[config.mk]
export PLATFORM = sky130hd
export DESIGN_NAME = key_debounce_array
export DESIGN_NICKNAME = d
export VERILOG_FILES = /design/src/rtl/key_pkg.sv /design/src/rtl/debounce_chan.sv /design/src/rtl/key_debounce_array.sv
export SDC_FILE = /design/constraint.sdc
export NUM_CORES = 1
export LEC_CHECK = 0
export BUFFER_PORTS_ARGS = -buffer_cell sky130_fd_sc_hd__buf_2
export CAP_MARGIN = 20
export CORE_MARGIN = 2
export CORE_UTILIZATION = 57
export CTS_CLUSTER_SIZE = 25
export DETAILED_ROUTE_END_ITERATION = 8
export GPL_TIMING_DRIVEN = 0
export PLACE_DENSITY_LB_ADDON = 0.08
export SYNTH_ARGS = -nofsm -noshare
export SYNTH_HDL_FRONTEND = slang
export SYNTH_SLANG_ARGS = --single-unit
[constraint.sdc]
create_clock -name i_clk -period 4.9 [get_ports i_clk]
set_input_delay 0.49 -clock i_clk [delete_from_list [all_inputs] [get_ports i_clk]]
set_output_delay 0.49 -clock i_clk [all_outputs]
set_load 0.1 [all_outputs]
[src/rtl/key_pkg.sv]
// -----------------------------------------------------------------------------
// key_pkg
// Shared constants and helpers for the key debounce array.
//   - Default cycle counts for the 12 MHz audio clock domain.
//   - clog2_min1(): counter width helper that never returns 0, so a
//     degenerate parameter still yields a legal 1-bit vector.
// No ports (package).
// -----------------------------------------------------------------------------
package key_pkg;

  // 12 MHz defaults: 1 ms debounce, 1 s long press, 200 ms auto-repeat.
  localparam int KEY_DEB_CYCLES_12M    = 12000;
  localparam int KEY_LONG_CYCLES_12M   = 12000000;
  localparam int KEY_REPEAT_CYCLES_12M = 2400000;

  function automatic int clog2_min1(input int n);
    return (n <= 2) ? 1 : $clog2(n);
  endfunction

endpackage

[src/rtl/debounce_chan.sv]
// -----------------------------------------------------------------------------
// debounce_chan
// One key channel: two-flop synchroniser, glitch-rejecting debounce counter,
// long-press hold counter and (optionally) an auto-repeat counter.
//
// Optional feature macro: KEY_AUTOREPEAT_EN
//   defined   -> after the long-press pulse, o_press re-pulses every
//                REPEAT_CYCLES while the key stays pressed.
//   undefined -> no repeat logic; o_press pulses once per press.
//
// Ports:
//   i_clk      clock
//   i_rst      asynchronous reset, active-high
//   i_key_n    raw key, active-low, asynchronous to i_clk
//   o_level    debounced state, 1 = pressed
//   o_press    one-cycle pulse on accepted press (and repeats, if enabled)
//   o_release  one-cycle pulse on accepted release
//   o_long     one-cycle pulse once a press has been held LONG_CYCLES
// -----------------------------------------------------------------------------
module debounce_chan
  import key_pkg::*;
#(
  parameter int DEB_CYCLES    = KEY_DEB_CYCLES_12M,
  parameter int LONG_CYCLES   = KEY_LONG_CYCLES_12M,
  parameter int REPEAT_CYCLES = KEY_REPEAT_CYCLES_12M
) (
  input  logic i_clk,
  input  logic i_rst,
  input  logic i_key_n,
  output logic o_level,
  output logic o_press,
  output logic o_release,
  output logic o_long
);

  localparam int DW = clog2_min1(DEB_CYCLES);
  localparam int HW = clog2_min1(LONG_CYCLES + 1);
  localparam logic [DW-1:0] DC_LAST = DW'(DEB_CYCLES - 1);
  localparam logic [HW-1:0] HC_LAST = HW'(LONG_CYCLES);

  // Elaboration-time parameter sanity.
  if (DEB_CYCLES < 2) begin : g_chk_deb
    $error("debounce_chan: DEB_CYCLES must be >= 2");
  end
  if (LONG_CYCLES <= DEB_CYCLES) begin : g_chk_long
    $error("debounce_chan: LONG_CYCLES must exceed DEB_CYCLES");
  end
  if (REPEAT_CYCLES < 1) begin : g_chk_rep
    $error("debounce_chan: REPEAT_CYCLES must be >= 1");
  end

  logic          sync1_q, sync1_d;
  logic          sync2_q, sync2_d;
  logic          st_q, st_d;          // accepted state, active-low
  logic [DW-1:0] dc_q, dc_d;          // debounce counter
  logic [HW-1:0] hc_q, hc_d;          // hold counter, saturates at LONG_CYCLES
  logic          press_q, press_d;
  logic          release_q, release_d;
  logic          long_q, long_d;
  logic          pressed;

`ifdef KEY_AUTOREPEAT_EN
  localparam int RW = clog2_min1(REPEAT_CYCLES);
  localparam logic [RW-1:0] RC_LAST = RW'(REPEAT_CYCLES - 1);
  logic [RW-1:0] rc_q, rc_d;          // repeat counter
`endif

  assign pressed = ~st_q;

  always_comb begin
    // NOTE: every signal written here gets a default first, so no path can
    // leave it unassigned and infer a latch.
    sync1_d   = i_key_n;
    sync2_d   = sync1_q;
    st_d      = st_q;
    dc_d      = '0;
    hc_d      = hc_q;
    press_d   = 1'b0;
    release_d = 1'b0;
    long_d    = 1'b0;

    // Debounce: any agreeing cycle restarts the count (dc_d default 0).
    if (sync2_q != st_q) begin
      if (dc_q == DC_LAST) begin
        st_d      = sync2_q;
        press_d   = ~sync2_q;
        release_d = sync2_q;
      end else begin
        dc_d = dc_q + 1'b1;
      end
    end

    // Hold counter: saturation means o_long cannot fire again until the
    // key is released and hc clears.
    if (!pressed) begin
      hc_d = '0;
    end else if (hc_q != HC_LAST) begin
      hc_d   = hc_q + 1'b1;
      long_d = (hc_d == HC_LAST);
    end

`ifdef KEY_AUTOREPEAT_EN
    // Repeat phase runs only once the hold counter has saturated. A repeat
    // that lands on the release-accept edge is dropped so press and release
    // never coincide.
    rc_d = '0;
    if (pressed && (hc_q == HC_LAST)) begin
      if (rc_q == RC_LAST) begin
        if (!release_d) press_d = 1'b1;
      end else begin
        rc_d = rc_q + 1'b1;
      end
    end
`endif
  end

  // NOTE: state flops use non-blocking assignments so every flop samples
  // pre-edge values regardless of statement order.
  always_ff @(posedge i_clk or posedge i_rst) begin
    if (i_rst) begin
      sync1_q   <= 1'b1;              // released
      sync2_q   <= 1'b1;
      st_q      <= 1'b1;
      dc_q      <= '0;
      hc_q      <= '0;
      press_q   <= 1'b0;
      release_q <= 1'b0;
      long_q    <= 1'b0;
    end else begin
      sync1_q   <= sync1_d;
      sync2_q   <= sync2_d;
      st_q      <= st_d;
      dc_q      <= dc_d;
      hc_q      <= hc_d;
      press_q   <= press_d;
      release_q <= release_d;
      long_q    <= long_d;
    end
  end

`ifdef KEY_AUTOREPEAT_EN
  always_ff @(posedge i_clk or posedge i_rst) begin
    if (i_rst) rc_q <= '0;
    else       rc_q <= rc_d;
  end
`endif

  assign o_level   = pressed;
  assign o_press   = press_q;
  assign o_release = release_q;
  assign o_long    = long_q;

endmodule

[src/rtl/key_debounce_array.sv]
// -----------------------------------------------------------------------------
// key_debounce_array
// Multi-channel push-button conditioner for DE2-115 KEY/SW inputs in the
// 12 MHz audio clock domain. Each channel is an independent debounce_chan.
//
// Optional feature macro: KEY_AUTOREPEAT_EN (auto-repeat of o_press after a
// long press; see debounce_chan).
//
// Ports:
//   i_clk        clock (CLK_12M)
//   i_rst        asynchronous reset, active-high
//   i_keys       raw keys, active-low, asynchronous
//   o_level      debounced state per key, 1 = pressed
//   o_press      one-cycle press pulse per key
//   o_release    one-cycle release pulse per key
//   o_long       one-cycle long-press pulse per key
//   o_any_press  OR of o_press, same cycle
// -----------------------------------------------------------------------------
module key_debounce_array
  import key_pkg::*;
#(
  parameter int NUM_KEYS      = 4,
  parameter int DEB_CYCLES    = KEY_DEB_CYCLES_12M,
  parameter int LONG_CYCLES   = KEY_LONG_CYCLES_12M,
  parameter int REPEAT_CYCLES = KEY_REPEAT_CYCLES_12M
) (
  input  logic                i_clk,
  input  logic                i_rst,
  input  logic [NUM_KEYS-1:0] i_keys,
  output logic [NUM_KEYS-1:0] o_level,
  output logic [NUM_KEYS-1:0] o_press,
  output logic [NUM_KEYS-1:0] o_release,
  output logic [NUM_KEYS-1:0] o_long,
  output logic                o_any_press
);

  for (genvar i = 0; i < NUM_KEYS; i++) begin : g_chan
    debounce_chan #(
      .DEB_CYCLES    (DEB_CYCLES),
      .LONG_CYCLES   (LONG_CYCLES),
      .REPEAT_CYCLES (REPEAT_CYCLES)
    ) u_chan (
      .i_clk     (i_clk),
      .i_rst     (i_rst),
      .i_key_n   (i_keys[i]),
      .o_level   (o_level[i]),
      .o_press   (o_press[i]),
      .o_release (o_release[i]),
      .o_long    (o_long[i])
    );
  end

  // Combinational OR of registered pulses: same cycle as o_press.
  assign o_any_press = |o_press;

endmodule

==> summary.md, run 1 <==
| Metric | Value |
|---|---|
| Filler instances | `1359` |
| R2R depth | `8` |
| Area after DPL | `9923 um2` |
| Detail Route Antenna Nets | `0` |
| Layer with the highest usage | `met2` |
| Min Hold Slack | `0.1606 ns` |
| Synthesized-area fraction occupied by adder cells | `0.02118` |
| Count of final max-slew check failures | `0` |
| Starting Density | `0.5762` |
| Worst skew pair latency | `0.42 ns` |
| Count of cell types in the netlist | `64` |
| DR pass1 iterations | `4` |
| FF-to-FF End | `g_chan[3].u_chan.o_long` |
| Maximum root-to-sink buffer count | `2` |
| IO Port Bufs | `22` |
| Syn Inst Count | `1012` |
| Die extent in y | `132.8 um` |
| Synth Warn # | `0` |
| All-Layer GR Usage | `0.2275` |
| Post-synthesis xor/xnor area fraction | `0.1334` |
| Critical path startpoint | `g_chan[3].u_chan.hc_q[1]` |
| Hold_sp | `i_keys[2]` |
| Worst min-delay path category | `in -> reg` |
| Async set or reset register ratio after synthesis | `1.000` |
| Largest family of logic cells by synthesized area | `simple AND/OR/NAND/NOR gates` |
| Post CTS Setup Buffer Count | `0` |
| Area grow syn2layout | `11.22%` |
| IO Pins | `23` |
| Final wirelength | `18650 um` |
| Ratio of cells with drive above 1 in the final layout | `0.09916` |
| Crit path arrival time | `3.10 ns` |
| Largest net degree at the start of global routing | `44` |
| Top cells by count, synth | `175 x nor2_1, 164 x dfrtp_1, 78 x xor2_1` |
| Mux cell area share after synthesis | `0.01138` |
| Final Hold Vio Count | `0` |
| DIE WIDTH | `132.8 um` |
| Worst path required time | `5.19 ns` |
| Rows | `47` |
| PwrDens | `274.1 nW/um2` |
| Period utilization | `0.5753` |
| Setup Crit Path Kind | `reg -> reg` |
| Flops & latches, synth | `176` |
| Post-CTS Resized | `0` |
| Drt drc | `0` |
| CTS tree | `built` |
| First-pass GRT wire length | `32880 um` |
| Die Area | `17630 um2` |
| Post-synth top area share | `0.4341` |
| Antenna cells | `0` |
| Setup tns final | `0 ns` |
| Synth Flop Type | `dfrtp_1` |
| Final core utilization | `0.6409` |
| Total CTS buffers | `17` |
| Worst r2r src | `g_chan[3].u_chan.hc_q[1]` |
| Post-DP HPWL | `13200 um` |
| Hold depth | `1` |
| Area of the multi-input gates | `4653 um2` |
| Compound-Gate Fraction of Synth Area | `0.04314` |
| Met2 Usage GRT | `0.3495` |
| Syn Std Cell Area | `9454 um2` |
| Post-synth EDFFs | `0` |
| CP Launch Type | `register` |
| Clock-pin slew on the worst setup and hold paths | `0.06 ns` |
| Status | `finished, final reports clean` |
| Synth area leaders | `dfrtp_1 43%, xor2_1 7.2%, nor2_1 6.9%` |
| Iter 0 DRT Violations | `561` |
| Crit path max fanout | `10` |
| Vias/cell | `5.614` |
| Global route overflow | `0` |
| Count of final setup violators | `0` |
| M3 GR Usage | `0.04215` |
| Minimum clock period | `2.819 ns` |
| Finished Cell Area | `10520 um2` |
| Worst vdd ir | `0.2415 mV` |
| Rel. slew slack | `0.3755` |
| Reg2Reg Setup Slack | `2.08 ns` |
| Syn Nets | `1034` |
| DR WL/cell | `14.47 um` |
| FF+latch area | `4419 um2` |
| Clk_skew | `0.007247 ns` |
| RSZ-0062 raised after global routing | `false` |
| Vias in the first global route | `6907` |
| Clock Sinks | `176` |
| Mapped Avg Cell Area | `9.342 um2` |
| Fmax | `354.8 MHz` |
| GPL Wtd Cong | `0.8996` |
| Top-count cell post-synth | `nor2_1` |
| Worst Max-Slew Pin Slew | `0.9281 ns` |
| Cts hold-fix bufs | `0` |
| Yosys top cell by area | `dfrtp_1` |
| Hold path endpoint | `g_chan[2].u_chan.sync1_q` |
| Initial antenna violation count | `0` |
| Simple-Gate Fraction of Synth Area | `0.2831` |
| CP endpoint kind | `register` |
| Final #Nets | `1079` |
| H-Tree Depth | `4` |
| Clock root cell | `clkbuf_16` |
| Met1 Usage GRT | `0.3299` |
| Leakage | `4.413 nW` |
| Core area | `16410 um2` |
| Vias | `7236` |
| Tot Pwr | `2.882 mW` |
| Max-cap violations | `0` |
| Sequential area share after synthesis | `0.4674` |
## routing by layer
layer | up-vias | share of wire
li1 | 3579 | -
met5 | - | 0
met2 | 167 | 0.46
met4 | 0 | 0.016
met1 | 3464 | 0.49
met3 | 26 | 0.042
## critical path: stages, from the launching register on
cell       delay (ns)
dfrtp_1          0.43
ha_1             0.33
clkbuf_1         0.39
nand4_1          0.16
o311ai_0         0.13
o21ai_0          0.14
a2111oi_0        0.46
o221ai_1         0.22
nor4_1           0.42
## cell families (layout without fill, tap and decap cells)
| logic type | after synthesis | after routing |
|---|---|---|
| XOR/XNOR | 144 | 144 |
| adder cells (fa/ha/maj) | 16 | 16 |
| AND/OR/NAND/NOR | 525 | 525 |
| AO/OA/AOI/OAI | 59 | 59 |
| multiplexers | 10 | 10 |
| buffers and inverters | 82 | 139 |
| flip-flops | 176 | 176 |
## sequential cells by signal (all words and copies together), names as in the netlist
name and flops:
g_chan.u_chan.hc_q 96, g_chan.u_chan.dc_q 56, g_chan.u_chan.o_long 4, g_chan.u_chan.o_press 4, g_chan.u_chan.o_release 4, g_chan.u_chan.st_q 4, g_chan.u_chan.sync1_q 4, g_chan.u_chan.sync2_q 4
## layout make-up
class / count / area share
well taps: 220 / 0.02618
flip-flops and latches: 176 / 0.4203
inverters: 25 / 0.009281
multi-input cells: 754 / 0.4425
plain buffers: 57 / 0.02737
clock buffers: 22 / 0.04605
clock inverters: 9 / 0.01023
repair buffers: 26 / 0.01809
## stage by stage
| step | cells | setup slack [ns] |
|---|---|---|
| after floorplan | 1012 | 2.167 |
| after global placement | 1254 | 1.094 |
| after CTS | 1289 | 2.149 |
| after detailed placement | 1258 | 2.173 |
| final | 1289 | 2.081 |
| after global routing | 1289 | 1.773 |
## report_power, final
group / total, mW / internal [mW] / leakage, nW / switching (mW)
sequential: 1.48 / 1.47 / 2.35 / 0.0119
combinational: 0.0612 / 0.0182 / 1.78 / 0.0430
clock: 1.34 / 0.801 / 0.288 / 0.541
total: 2.88 / 2.29 / 4.41 / 0.596
## cells in the final DEF, fill, tap and decap left out, types with 5 or more instances in the layout
cell type,count
nor2_1,175
dfrtp_1,164
xor2_1,78
nand3_1,69
nand2_1,68
xnor2_1,66
nand4_1,47
clkbuf_1,38
nor4_1,30
nor3_1,27
buf_2,24
and3_1,24
inv_1,24
buf_4,17
clkbuf_16,17
ha_1,16
and2_1,15
a21oi_1,12
dfstp_2,12
or3_1,11
nor3b_1,11
o21ai_0,11
or4_1,8
and4_1,7
mux2_2,6
nor4bb_1,5
nand2b_1,5
## worst max path at each step
| stage | to | slack, ns | cells after the start |
|---|---|---|---|
| global route | g_chan[0].u_chan.o_long | 1.77 | 7 |
| detailed placement | g_chan[0].u_chan.o_long | 2.17 | 7 |
| floorplan | g_chan[0].u_chan.dc_q[0] | 2.17 | 1 |
| finish | g_chan[3].u_chan.o_long | 2.08 | 8 |
| CTS | g_chan[0].u_chan.o_long | 2.15 | 7 |
| global placement | g_chan[2].u_chan.hc_q[17] | 1.09 | 2 |
(Power assumes the default switching activity.)
==> run 2, diff against run 1 <==
==> constraint.sdc (replaced) <==
create_clock -name i_clk -period 2.4 [get_ports i_clk]
set_input_delay 0.24 -clock i_clk [delete_from_list [all_inputs] [get_ports i_clk]]
set_output_delay 0.24 -clock i_clk [all_outputs]
set_load 0.1 [all_outputs]
==> run 2 against run 1 <==
- the run now ends with hold timing left
- via count increased by 0.36%
- sequential cell count is the same
- count of clock-buffer cells in the layout fell by 2
- sequential power up 100%
- critical path type unchanged
- highest routed layer unchanged
==> summary.md, run 2 (synthesized netlist as in run 1, its figures left out) <==
| Metric | Value |
|---|---|
| Status | `complete, but fails checks` |
| Failing checks | `hold timing` |
| H-Tree Depth | `4 (unchanged)` |
| Worst skew pair latency | `0.42 ns (about the same)` |
| DR pass1 iterations | `5 (+1)` |
| Largest net degree at the start of global routing | `42 (-4.5%)` |
| Setup Crit Path Kind | `reg -> reg` |
| Total CTS buffers | `17 (unchanged)` |
| Max-cap violations | `0 (unchanged)` |
| Period utilization | `0.9892 (+0.4140)` |
| Tot Pwr | `6.233 mW (+120%)` |
| Final #Nets | `1078 (-0.093%)` |
| Iter 0 DRT Violations | `532 (-5.2%)` |
| CP Launch Type | `register` |
| Critical-path cell list | `buf_6, or4_4, nor3_1, a31oi_1, or4b_1, or3_4, nor4_4` |
| Crit path max fanout | `7 (-3)` |
| Area grow syn2layout | `15.34%` |
| Starting Density | `0.5762 (unchanged)` |
| Final Hold Vio Count | `5 (+5)` |
| Detail Route Antenna Nets | `0 (unchanged)` |
| Pre-CTS WS | `-0.3555 ns (-2.528 ns)` |
| Antenna cells | `0 (unchanged)` |
| Vias in the first global route | `6879 (-0.41%)` |
| First-pass GRT wire length | `32960 um (+0.25%)` |
| Rel. slew slack | `0.4141 (+0.03858)` |
| Biggest register | `g_chan.u_chan.hc_q` |
| CTS tree | `built` |
| Vias | `7262 (+0.36%)` |
| Fmax | `421.2 MHz (+19%)` |
| Crit-path leading delay family | `simple AND/OR/NAND/NOR gates` |
| Maximum root-to-sink buffer count | `2 (unchanged)` |
| Vias/cell | `5.638 (+0.44%)` |
| Count of final setup violators | `0 (unchanged)` |
| Clock root cell | `clkbuf_16` |
| Crit path arrival time | `2.69 ns (-0.41 ns)` |
| Worst path required time | `2.72 ns (-2.47 ns)` |
| Clock Sinks | `176 (unchanged)` |
| Initial antenna violation count | `0 (unchanged)` |
| CP endpoint kind | `register` |
| Rows | `47 (unchanged)` |
| Drt drc | `0 (unchanged)` |
| Final wirelength | `19060 um (+2.2%)` |
| DR WL/cell | `14.80 um (+2.3%)` |
| DIE WIDTH | `132.8 um (unchanged)` |
| Top Registers | `g_chan.u_chan.hc_q x96, g_chan.u_chan.dc_q x56` |
| GPL Wtd Cong | `0.9018 (+0.24%)` |
| Post-DP HPWL | `13040 um (-1.2%)` |
| Critical path buffers and inverters | `1 (unchanged)` |
| Worst min-delay path category | `in -> async` |
| IO Port Bufs | `22 (unchanged)` |
| Clk_skew | `0.007539 ns (+0.0002921 ns)` |
| Met1 Usage GRT | `0.3243 (-0.005548)` |
| Ratio of cells with drive above 1 in the final layout | `0.1526 (+0.05346)` |
| CP max stage delay | `0.56 ns (+0.10 ns)` |
| Worst vdd ir | `0.4994 mV (+110%)` |
| Worst Max-Slew Pin Slew | `0.8770 ns (-0.05116 ns)` |
| Setup tns final | `0 ns (unchanged)` |
| M3 GR Usage | `0.04406 (+0.001916)` |
| Min Hold Slack | `-0.005061 ns (-0.1656 ns)` |
| Count of final max-slew check failures | `0 (unchanged)` |
| Commonest cells after routing, fill and taps aside | `174 x nor2_1, 152 x dfrtp_1, 78 x xor2_1, 67 x nand2_1` |
| All-Layer GR Usage | `0.2271 (-0.0004483)` |
| Die extent in y | `132.8 um (unchanged)` |
| Max reg flops | `96 (unchanged)` |
| Clock-pin slew on the worst setup and hold paths | `0.06 ns (about the same)` |
| RSZ-0062 raised after global routing | `true` |
| Core area | `16410 um2 (unchanged)` |
| Global route overflow | `0 (unchanged)` |
| Die Area | `17630 um2 (unchanged)` |
| Layer with the highest usage | `met2` |
| Most common cell after layout, fill and taps aside | `nor2_1` |
| Minimum clock period | `2.374 ns (-0.4447 ns)` |
| PwrDens | `571.6 nW/um2 (+110%)` |
| IO Pins | `23 (unchanged)` |
| Final worst slack | `0.02589 ns (-2.055 ns)` |
| Slowest cell on crit path | `or4_4` |
| Final core utilization | `0.6646 (+0.02372)` |
| Met2 Usage GRT | `0.3564 (+0.006908)` |
| Leakage | `4.579 nW (+3.7%)` |
==> run 2: cell types whose count changed in the layout (fill, tap and decap cells not counted), sizes merged <==
cell / before / now
clkbuf: 59 / 47
buf: 46 / 51
bufinv: 2 / 6
dlygate4sd3: 0 / 4
clkinv: 5 / 2
clkinvlp: 3 / 4
==> run 2: cell type report <==
type	instances	area [um2]
clock buffers	20	446.7
flip-flops and latches	176	4434
fillers	1330	5503
repair buffers	35	267.8
inverters	25	97.59
multi-input cells	754	4893
clock inverters	11	212.7
well taps	220	275.3
plain buffers	47	276.5
==> run 2: what timing repair did <==
item	4_1_cts	5_1_grt
setup buffers	0	5
hold endpoints to repair	4	0
resized for setup	28	51
pin swaps	2	11
hold buffers	4	0
setup endpoints to repair	35	60
==> run 2: where the power goes <==
| part | total (mW) | leakage (nW) | switching [mW] | internal, mW |
|---|---|---|---|---|
| sequential | 3.02 | 2.33 | 0.0231 | 3.00 |
| combinational | 0.129 | 1.93 | 0.0877 | 0.0409 |
| clock | 3.09 | 0.312 | 1.11 | 1.97 |
| total | 6.23 | 4.58 | 1.22 | 5.01 |
==> run 2: worst paths after layout <==
check | startpoint | endpoint | slack, ns | depth (start not counted)
setup / recovery | g_chan[1].u_chan.hc_q[6] | g_chan[1].u_chan.o_long | 0.03 | 7
hold / removal | i_rst | g_chan[1].u_chan.dc_q[8] | -0.005 | 2
setup reg to reg | g_chan[1].u_chan.hc_q[6] | g_chan[1].u_chan.o_long | 0.03 | 7
hold reg to reg | g_chan[2].u_chan.sync1_q | g_chan[2].u_chan.sync2_q | 0.36 | 0
max in group asynchronous | i_rst | g_chan[0].u_chan.sync1_q | 1.20 | 5
min in group i_clk | g_chan[2].u_chan.sync1_q | g_chan[2].u_chan.sync2_q | 0.36 | 0
==> run 2: per-layer routing <==
metal / share of wire / vias to the layer above / wire length (um)
met3: 0.040 / 18 / 768
met5: 0 / - / 0
met1: 0.48 / 3495 / 9181
met4: 0.011 / 0 / 208
met2: 0.47 / 164 / 8905
li1: - / 3585 / -
==> run 2: per-stage QoR <==
step	std cells	cell area, um2
3_5_place_dp	1258	9923
6_report	1288	10900
2_1_floorplan	1012	9458
4_1_cts	1287	10710
5_1_grt	1288	10900
3_3_place_gp	1254	9843
